`src/rtl/can_pkg.sv`:
```
// can_pkg: shared CAN constants, CRC-15 parameters and receive-checker state encoding
package can_pkg;
  localparam int CRC_W = 15;
  localparam logic [CRC_W-1:0] CRC_POLY = 15'h4599;
  localparam int MAX_LEN = 83;
  typedef enum logic [2:0] {IDLE, DATA, CRCF, DELIM, REPORT} state_t;
endpackage

```
`src/rtl/can_crc.sv`:
```
// can_crc: bit-serial CAN CRC-15 generator, cleared by initialize, advanced by enable
module can_crc
  import can_pkg::*;
(
  input  logic             clk,
  input  logic             data,
  input  logic             enable,
  input  logic             initialize,
  output logic [CRC_W-1:0] crc
);
  logic nxt;
  assign nxt = data ^ crc[CRC_W-1];
  always_ff @(posedge clk)
    if (initialize) crc <= '0;
    else if (enable) crc <= {crc[CRC_W-2:0], 1'b0} ^ (nxt ? CRC_POLY : '0);
endmodule

```
`src/rtl/can_rx_crc_check.sv`:
```
// can_rx_crc_check: checks CRC-15 and delimiter of a destuffed CAN receive frame
module can_rx_crc_check
  import can_pkg::state_t, can_pkg::IDLE, can_pkg::DATA, can_pkg::CRCF, can_pkg::DELIM, can_pkg::REPORT;
#(
  parameter int MAX_LEN = can_pkg::MAX_LEN
) (
  input  logic        clk,
  input  logic        rst,
  input  logic        i_start,
  input  logic [6:0]  i_len,
  input  logic        i_bit,
  input  logic        i_bit_valid,
  output logic        o_busy,
  output logic        o_done,
  output logic        o_crc_ok,
  output logic        o_crc_err,
  output logic        o_form_err,
  output logic        o_len_err,
  output logic [14:0] o_calc_crc,
  output logic [14:0] o_rx_crc
);
  state_t state, state_d;
  logic [6:0] cnt;
  logic form_f, crc_f, len_f, len_bad, last;
  assign len_bad = (i_len == 7'd0) || (i_len > 7'(MAX_LEN));
  assign last = i_bit_valid && cnt == 7'd1;
  // reset also clears the generator, which has no reset of its own
  can_crc u_crc (
    .clk       (clk),
    .data      (i_bit),
    .enable    (state == DATA && i_bit_valid),
    .initialize(i_start || rst),
    .crc       (o_calc_crc)
  );
  always_comb begin
    state_d = state;
    case (state)
      DATA:    state_d = last ? CRCF : DATA;
      CRCF:    state_d = last ? DELIM : CRCF;
      DELIM:   state_d = i_bit_valid ? REPORT : DELIM;
      default: state_d = IDLE;
    endcase
    if (i_start) state_d = len_bad ? REPORT : DATA;
  end
  always_ff @(posedge clk)
    if (rst) state <= IDLE;
    else state <= state_d;
  always_ff @(posedge clk)
    if (rst) begin
      cnt <= '0;
      o_rx_crc <= '0;
      form_f <= 1'b0;
      crc_f <= 1'b0;
      len_f <= 1'b0;
    end else if (i_start) begin
      cnt <= i_len;
      o_rx_crc <= '0;
      form_f <= 1'b0;
      crc_f <= 1'b0;
      len_f <= len_bad;
    end else if (i_bit_valid) begin
      if (state == DATA || state == CRCF) cnt <= (state == DATA && cnt == 7'd1) ? 7'd15 : cnt - 7'd1;
      if (state == CRCF) o_rx_crc <= {o_rx_crc[13:0], i_bit};
      if (state == DELIM) begin
        form_f <= ~i_bit;
        crc_f <= o_rx_crc != o_calc_crc;
      end
    end
  assign o_done = state == REPORT;
  assign o_busy = state == DATA || state == CRCF || state == DELIM;
  assign o_form_err = o_done & form_f;
  assign o_crc_err = o_done & crc_f;
  assign o_len_err = o_done & len_f;
  assign o_crc_ok = o_done & ~form_f & ~crc_f & ~len_f;
endmodule

```
`config.mk`:
```
export PLATFORM = sky130hd
export DESIGN_NAME = can_rx_crc_check
export DESIGN_NICKNAME = d
export VERILOG_FILES = /design/src/rtl/can_pkg.sv /design/src/rtl/can_crc.sv /design/src/rtl/can_rx_crc_check.sv
export SDC_FILE = /design/constraint.sdc
export NUM_CORES = 1
export LEC_CHECK = 0
export BUFFER_PORTS_ARGS = -buffer_cell sky130_fd_sc_hd__buf_2
export CORE_MARGIN = 2
export CORE_UTILIZATION = 53
export CTS_BUF_LIST = sky130_fd_sc_hd__clkbuf_4 sky130_fd_sc_hd__clkbuf_8 sky130_fd_sc_hd__clkbuf_16
export DETAILED_ROUTE_END_ITERATION = 7
export GPL_TIMING_DRIVEN = 0
export PLACE_DENSITY = 0.78
export SLEW_MARGIN = 20
export SYNTH_ARGS = -nofsm -noshare
export SYNTH_HDL_FRONTEND = slang
export SYNTH_SLANG_ARGS = --single-unit
```
`constraint.sdc`:
```
create_clock -name clk -period 2 [get_ports clk]
set_clock_uncertainty 0.1 [all_clocks]
set_input_delay 0.5 -clock clk [delete_from_list [all_inputs] [get_ports clk]]
set_output_delay 0.5 -clock clk [all_outputs]
set_load 0.01 [all_outputs]
```
==> impl_metrics.toml, run 1 <==
[synthesis]
synth_top_family_by_area = "simple AND/OR/NAND/NOR gates"
yosysWarnings = 0
synth.distinct_cells = 53
synth_top_area_frac = 0.396
synthFlopType = "dfxtp_1"
synth_top_cell_by_area = "dfxtp_1"
ys_ff_latch = 43
syn_avg_cell_area_um2 = 8.39
netlist_area_um2 = 2170
syn_inst = 259
synthMuxAreaShare = 0.00922
ys_top_cells_by_count = "nand2_1, dfxtp_1, a21oi_1, xnor2_1, nor2_1"
synth_compound_area_frac = 0.162
async_flop_share = 0
synth_edf_count = 0
synth_nets = 273
synth_fa_ha_area_frac = 0.0115
synth-simple-area-share = 0.273
yosysMostFrequentCell = "nand2_1"
seq_area_frac_synth = 0.396
synth_xor_area_frac = 0.0962
synthTopCellsByArea = "dfxtp_1, nand2_1, a21oi_1, xnor2_1, xor2_1"

[clocking]
cts_buffers = 5
htreeDepth = 2
insertion_delay_ns = 0.31
tritoncts = "yes"
cts.sinks = 43
clk_pin_slew_ns = 0.08
cts-root-buf = "clkbuf_8"
clk_path_buf_depth = 2
hold_buffers = 0

[route]
drc = 0
drtPass1Iterations = 4
num_vias = 2023
drt_iter0_markers = 145
ant_nets = 0
wl_per_cell_um = 14.1
routed_wl_mm = 5.14
via_per_inst = 5.56

[timing]
hold_viol = 0
setup_viol = 0
rsz0062_at_grt = "no"
worst_pin_slew_ns = 0.601
setup_tns_ns = 0
max_freq_mhz = 526
post-route-min-period_ns = 1.90
period_share = 0.950
slew_viol_final = 0
slew_headroom = 0.599

[placement]
dp_hpwl_mm = 3.83
gp_congestion = 0.829
post-place-cells = 355
port_buffers = 46

[die]
dieArea_um2 = 4630
die_y_um = 68.0
die_w_um = 68.0
coreArea_um2 = 3970
pin_count = 48
rows = 23
start_util = 0.547

[cells_and_area]
drive_gt1_frac = 0.255
nets = 327
antennaDiodeCount = 0
n_fill_cell = 345
area_growth_pct = 20.6
stdcell_count = 364

[power_and_ir_drop]
p_per_area_nw_per_um2 = 726
vdd_ir_drop_max_mv = 0.470
p_leak_nw = 1.07

[grt]
grt_first_pass_wirelength_mm = 8.36
grt_max_degree = 15
grt-ovfl-total = 0
antenna_found_initial = 0
grtUsageTotal = 0.242
first_global_vias = 1769

[job]
cap_violations = 0

[setup_path]
worst_setup_path_start_kind = "register"
critical_path.max_fanout = 9
arrival_ns = 1.30
crit_type = "register to output pin"
worstPathRequired_ns = 1.40
cp-end-kind = "output pin"
rr_worst_depth = 5

[hold_path]
min_path_cells = 2
hp-class = "input port to register"

[outcome]
status = "complete, no violations"
-- metrics by stage --
| stage | power, W | util | setup WS, ns | area, um2 | hold WS (ns) |
|---|---|---|---|---|---|
| finish | 0.00190 | 0.659 | 0.0995 | 2620 | 0.330 |
| global route | 0.00197 | 0.659 | 0.0111 | 2620 | 0.359 |
| CTS | 0.00190 | 0.659 | 0.000113 | 2620 | 0.328 |
| detailed placement | 0.00110 | 0.621 | 0.0687 | 2460 | 0.386 |
| global placement | 0.00110 | 0.621 | 0.0870 | 2460 | 0.362 |
| floorplan | 0.00105 | - | 0.119 | 2170 | 0.343 |
-- layer usage --
layer / up-vias / part of all wire / track usage
met3: 7 / 0.054 / 0.0428
li1: 1003 / - / -
met2: 61 / 0.45 / 0.375
met4: 0 / 0.012 / 0.0825
met5: - / 0 / 0
met1: 952 / 0.48 / 0.338
-- report_power, final --
part           leakage [nW]  switching, W  internal (W)
Sequential            0.350     0.0000270      0.000873
Combinational         0.659      0.000105     0.0000828
Clock                0.0644      0.000316      0.000498
Total                  1.07      0.000448       0.00145
-- critical path, cell delays in order (launching register included) --
cell and delay (ns):
dfxtp_2 0.40, nor2_4 0.12, and2_4 0.15, nor4b_4 0.16, buf_2 0.16
-- timing repair --
action,CTS,global route
gates resized for setup,4,3
buffers inserted,0,2
setup endpoints to repair,1,1
pin swaps,0,1
-- cells by family (layout without fill, tap and decap cells) --
| family | after synthesis | after routing |
|---|---|---|
| AO/OA/AOI/OAI | 57 | 57 |
| multiplexers | 2 | 2 |
| AND/OR/NAND/NOR | 113 | 113 |
| flip-flops | 43 | 43 |
| XOR/XNOR | 23 | 23 |
| adder cells (fa/ha/maj) | 2 | 2 |
| buffers and inverters | 19 | 74 |
-- path summary, 6_finish.rpt --
path,from,to,slack (ns)
max,state[0]$_SDFF_PP0_,o_crc_ok,0.1
min reg2reg,o_rx_crc[11]$_SDFFE_PP0P_,o_rx_crc[12]$_SDFFE_PP0P_,0.40
max reg2reg,state[2]$_SDFF_PP0_,crc_f$_SDFFE_PP0P_,0.26
min,rst,cnt[5]$_SDFFE_PP0P_,0.33
-- cell type report --
type	instances	area, um2	share of cell area
inverters	6	22.5	0.00860
multi-input cells	197	1220	0.468
clock buffers	5	68.8	0.0263
well taps	50	62.6	0.0239
flip-flops and latches	43	863	0.330
plain buffers	12	63.8	0.0244
repair buffers	48	245	0.0936
clock inverters	3	67.6	0.0258
-- flip-flops by register name, indices dropped and copies added (netlist names) --
name	cells
state	3
form_f	1
crc_f	1
u_crc.crc	15
len_f	1
cnt	7
o_rx_crc	15
-- cells in the final DEF (no fill, tap or decap), types with 3 or more instances in the layout --
cell type	n
o21ai_0	4
xnor2_1	17
xor2_1	5
a21oi_1	32
clkbuf_8	5
buf_2	52
nand4_1	4
clkbuf_1	4
dfxtp_1	41
and2_1	3
inv_1	6
nor3_1	7
and3_1	4
a211oi_1	4
buf_4	3
nand2_1	62
nor2_1	10
No activity file was read; power rests on OpenSTA's default activity.
==> run 2: changes to the inputs <==
Settings changed: CORE_MARGIN 2 to 4, CORE_UTILIZATION 53 to 45, PLACE_DENSITY 0.78 to 0.68.
==> run 2 against run 1 <==
  * Cell area is 2.2% lower
  * Count of clock-buffer cells in the layout is 2 higher
  * Non-clock buffer count decreased by 2
  * Flip-flop and latch count is the same
  * Core utilization decreased by 11 points
  * Total power decreased by 14%
  * Fmax is 0.21% higher
  * Die area increased by 30%
  * Critical path depth stayed put
  * Combinational power down 2%
  * Routed wire length grew 3.3%
  * Setup slack improved by 0.0039 ns
  * Critical path type unchanged
  * Largest power group unchanged
==> impl_metrics.toml, run 2 (synthesized netlist as in run 1, its figures left out) <==
[outcome]
status = "complete, no violations"

[timing]
max_freq_mhz = 527
slew_viol_final = 0
setup_tns_ns = 0
post-route-min-period_ns = 1.90
slew_headroom = 0.604
rsz0062_at_grt = "no"
setup_ws_ns = 0.103
hold_viol = 0
worst_pin_slew_ns = 0.594
period_share = 0.948
setup_viol = 0

[cells_and_area]
area_growth_pct = 17.9
drive_gt1_frac = 0.250
final_common_cell = "nand2_1"
reg.largest.list = "o_rx_crc x15, u_crc.crc x15, cnt x7"
layout_common_cells = "nand2_1, buf_2, dfxtp_1, a21oi_1, xnor2_1"
stdcell_count = 366
multiInputGateArea_um2 = 1220
n_fill_cell = 454
antennaDiodeCount = 0
nets = 325
final_core_util = 0.546
final_area_um2 = 2560
regArea_um2 = 863

[grt]
antenna_found_initial = 0
grt_first_pass_wirelength_mm = 9.11
grt-ovfl-total = 0
first_global_vias = 1915
grtUsageTotal = 0.188
grt_max_degree = 13

[hold_path]
whs_endpoint = "cnt[5]$_SDFFE_PP0P_"
worstHoldStart = "rst"
hp-class = "input port to register"
min_path_cells = 2

[setup_path]
critical_path.cell_chain = "nor2_4, and2_4, nor4b_4, buf_2"
rr_worst_depth = 6
worstPathRequired_ns = 1.40
arrival_ns = 1.30
crit_type = "register to output pin"
cp-end-kind = "output pin"
reg2reg_from = "cnt[1]$_SDFFE_PP0P_"
cpPeakStageDelay_ns = 0.40
r2r_slack_ns = 0.28
r2r-end = "state[0]$_SDFF_PP0_"
critical_path.max_fanout = 9
worst_setup_path_start_kind = "register"
cp_slowest_cell = "dfxtp_2"

[clocking]
tritoncts = "yes"
cts-root-buf = "clkbuf_8"
cts_buffers = 5
clk_path_buf_depth = 2
hold_buffers = 0
cts.sinks = 43
clk_pin_slew_ns = 0.08
post-cts-setup-buffers = 0
htreeDepth = 2
insertion_delay_ns = 0.29

[die]
start_util = 0.463
pin_count = 48
rows = 25
die_w_um = 77.5
dieArea_um2 = 6000
die_y_um = 77.5
coreArea_um2 = 4690

[route]
drc = 0
via_per_inst = 5.39
drt_iter0_markers = 110
ant_nets = 0
routed_wl_mm = 5.31
wl_per_cell_um = 14.5
num_vias = 1971
drtPass1Iterations = 4

[placement]
dp_hpwl_mm = 4.03
dpl_cell_area_um2 = 2470
gp_congestion = 0.800
place_ws_ns = 0.00566
post-place-cells = 359
port_buffers = 46

[power_and_ir_drop]
p_per_area_nw_per_um2 = 640
p_leak_nw = 1.05
vdd_ir_drop_max_mv = 0.393

[job]
cap_violations = 0
## run 2: per-layer routing
| metal | vias to the layer above | share of wire | track usage |
|---|---|---|---|
| met1 | 919 | 0.47 | 0.257 |
| met4 | 0 | 0.011 | 0.0641 |
| met2 | 51 | 0.46 | 0.288 |
| met3 | 4 | 0.050 | 0.0476 |
| li1 | 997 | - | - |
| met5 | - | 0 | 0 |
## run 2: cell type report
type,count,share of cell area
flip-flops and latches,43,0.337
inverters,6,0.00879
plain buffers,12,0.0249
clock inverters,1,0.00195
multi-input cells,197,0.478
repair buffers,46,0.0899
well taps,54,0.0264
clock buffers,7,0.0327
## run 2: stage by stage
stage | hold slack (ns) | total power [W]
5_1_grt | 0.348 | 0.00172
3_3_place_gp | 0.364 | 0.00110
4_1_cts | 0.342 | 0.00166
3_5_place_dp | 0.379 | 0.00111
2_1_floorplan | 0.343 | 0.00105
6_report | 0.355 | 0.00164
## run 2: repair_timing
item	CTS	global route
resized for setup	3	4
pin swaps	0	2
setup endpoints to repair	1	1
hold endpoints to repair	0	0
## run 2: critical path: cells and delay by family (launching register included)
family	cells	cell delay, ns
buffers and inverters	1	0.16
flip-flops	1	0.40
AND/OR/NAND/NOR	3	0.45
## run 2: report_power, final
group	leakage [nW]	internal [W]	total [W]	switching, W
sequential	0.350	0.000873	0.000900	0.0000266
combinational	0.650	0.0000790	0.000184	0.000105
clock	0.0491	0.000273	0.000555	0.000283
total	1.05	0.00122	0.00164	0.000415
## run 2: worst max-delay path by stage
stage	startpoint	endpoint	slack, ns	depth (start not counted)
detailed placement	i_start	o_rx_crc[6]$_SDFFE_PP0P_	0.006	6
CTS	state[0]$_SDFF_PP0_	o_crc_ok	0.002	5
floorplan	state[0]$_SDFF_PP0_	o_crc_ok	0.12	4
global placement	i_start	o_rx_crc[8]$_SDFFE_PP0P_	0.06	6
global route	state[0]$_SDFF_PP0_	o_crc_ok	0.008	4
finish	state[0]$_SDFF_PP0_	o_crc_ok	0.10	4
==> run 3: changes to the inputs <==
Settings changed: ABC_AREA from default to 1.
==> run 3 against run 2 <==
  * Register-to-register slack improved by 0.16 ns
  * Worst hold slack improved by 0.024 ns
  * Via count is 7.2% higher
  * Flip-flop and latch count is the same
==> impl_metrics.toml, run 3 <==
[timing]
worst_pin_slew_ns = 0.471
hold_viol = 0
setup_tns_ns = 0
post-route-min-period_ns = 1.89
max_freq_mhz = 530
slew_headroom = 0.686
hold_slack_ns = 0.379
setup_viol = 0
rsz0062_at_grt = "no"
slew_viol_final = 0
period_share = 0.944

[synthesis]
synth_top_cell_by_area = "dfxtp_1"
synthFlopType = "dfxtp_1"
synth_xor_area_frac = 0.0724
synth-simple-area-share = 0.235
yosysMostFrequentCell = "nand2_1"
synth_top_family_by_area = "simple AND/OR/NAND/NOR gates"
syn_avg_cell_area_um2 = 6.88
synth.distinct_cells = 25
seq_area_frac_synth = 0.392
yosysWarnings = 0
netlist_area_um2 = 2190
synth_nets = 333
ys_top_cells_by_count = "nand2_1, inv_1, dfxtp_1, nor2_1, o21ai_0"
synthMuxAreaShare = 0
synth_top_area_frac = 0.392
synth_edf_count = 0
synth_compound_area_frac = 0.180
synthTopCellsByArea = "dfxtp_1, nand2_1, inv_1, o21ai_0, a21oi_1"
syn_inst = 319
synth_fa_ha_area_frac = 0.0114
ys_ff_latch = 43
async_flop_share = 0

[route]
drt_iter0_markers = 138
wl_per_cell_um = 12.6
routed_wl_mm = 5.59
num_vias = 2113
drc = 0
ant_nets = 0
drtPass1Iterations = 4
via_per_inst = 4.77

[grt]
grt_first_pass_wirelength_mm = 9.14
antenna_found_initial = 0
grt-ovfl-total = 0
grt_max_degree = 15
first_global_vias = 1922
grtUsageTotal = 0.185

[cells_and_area]
final_common_cell = "nand2_1"
final_core_util = 0.557
area_growth_pct = 19.8
antennaDiodeCount = 0
reg.largest.list = "o_rx_crc x15, u_crc.crc x15, cnt x7"
layout_common_cells = "nand2_1, buf_2, inv_1, dfxtp_1, nor2_1"
nets = 389
drive_gt1_frac = 0.210
stdcell_count = 443

[clocking]
clk_path_buf_depth = 2
clk_pin_slew_ns = 0.08
htreeDepth = 2
tritoncts = "yes"
cts_buffers = 5
cts-root-buf = "clkbuf_8"
insertion_delay_ns = 0.29
cts.sinks = 43

[power_and_ir_drop]
vdd_ir_drop_max_mv = 0.640
power.internal_w = 0.00123
p_per_area_nw_per_um2 = 660
pwr-share-comb = 0.158
power.switching_w = 0.000505
seqPwrFrac = 0.522
clkPwrFrac = 0.320
p_sw_frac = 0.291
p_leak_nw = 1.26

[placement]
port_buffers = 47
post-place-cells = 433
gp_congestion = 0.841
dp_hpwl_mm = 4.12

[die]
pin_count = 48
rows = 25
die_y_um = 77.8
start_util = 0.465
die_w_um = 77.8
coreArea_um2 = 4720
dieArea_um2 = 6060

[setup_path]
cp-end-kind = "output pin"
worstPathRequired_ns = 1.40
crit_type = "register to output pin"
r2r_slack_ns = 0.44
arrival_ns = 1.29
worst_setup_path_start_kind = "register"
critical_path.max_fanout = 4

[job]
cap_violations = 0

[hold_path]
hp-class = "input port to register"

[outcome]
status = "complete, no violations"
==> run 3: cell count changes in the layout (fill, tap and decap cells not counted), moves of 4 or more <==
cell,previous run,this run
nor3_1,7,0
and3_1,4,0
o21ai_1,1,7
nor2_1,10,35
nand4_1,4,0
a21oi_2,0,5
o21ai_0,4,30
a21oi_1,32,28
a211oi_1,4,0
inv_1,6,44
nand2_1,62,72
xnor2_1,17,11
nand3_1,0,14
==> run 3: cell type report <==
cell class | instances | area [um2]
clock buffers | 5 | 68.8
flip-flops and latches | 43 | 862
repair buffers | 49 | 250
clock inverters | 3 | 20.0
well taps | 67 | 83.8
inverters | 47 | 176
plain buffers | 10 | 62.6
fillers | 474 | 2090
multi-input cells | 219 | 1110
==> run 3: worst paths after layout <==
path                                  start  cells after the start                   endpoint
setup reg to reg        state[1]$_SDFF_PP0_                      6   o_rx_crc[7]$_SDFFE_PP0P_
setup / recovery        state[2]$_SDFF_PP0_                      5                   o_crc_ok
hold / removal                        i_bit                      2        form_f$_SDFFE_PP0P_
hold reg to reg   u_crc.crc[8]$_SDFFE_PP0P_                      2  u_crc.crc[9]$_SDFFE_PP0P_
==> run 3: logic make-up after synthesis <==
kind of cell	Yosys count
DFF	43
buffers and inverters	57
AOI/OAI and AO/OA	74
adders and majority gates	2
xor gates and xnor gates	16
and+or+nand+nor	127
==> run 3: timing repair <==
action                     in CTS  in global routing
hold buffers                    0                  0
setup endpoints to repair       0                  4
gates resized for setup         0                  4
setup buffers                   0                  2
==> run 3: power by group through the flow <==
| stage | clock (W) | sequential (W) | combinational, W |
|---|---|---|---|
| floorplan | 0 | 0.000924 | 0.000193 |
| global placement | 0 | 0.000924 | 0.000266 |
| detailed placement | 0 | 0.000925 | 0.000270 |
| CTS | 0.000563 | 0.000905 | 0.000271 |
| global route | 0.000595 | 0.000910 | 0.000311 |
| finish | 0.000556 | 0.000906 | 0.000274 |
==> run 3: worst max-delay path: stages (launching register included) <==
cell and delay [ns]:
dfxtp_2 0.34, inv_1 0.06, nor3_2 0.23, inv_2 0.08
nor4_2 0.12, buf_2 0.17
==> run 3: per-stage QoR <==
stage                     cell area, um2  worst slack (ns)  power (W)
final                               2630             0.113    0.00174
after CTS                           2600           0.00227    0.00174
after global placement              2510             0.186    0.00119
after detailed placement            2510             0.155    0.00120
after global routing                2630            0.0108    0.00182
after floorplan                     2190             0.207    0.00112
==> run 3: routing by layer <==
| metal | track usage | vias up | wire length (um) |
|---|---|---|---|
| met1 | 0.266 | 944 | 2740 |
| li1 | - | 1112 | - |
| met3 | 0.0348 | 2 | 306 |
| met2 | 0.287 | 55 | 2530 |
| met5 | 0 | - | 0 |
| met4 | 0.0374 | 0 | 23 |
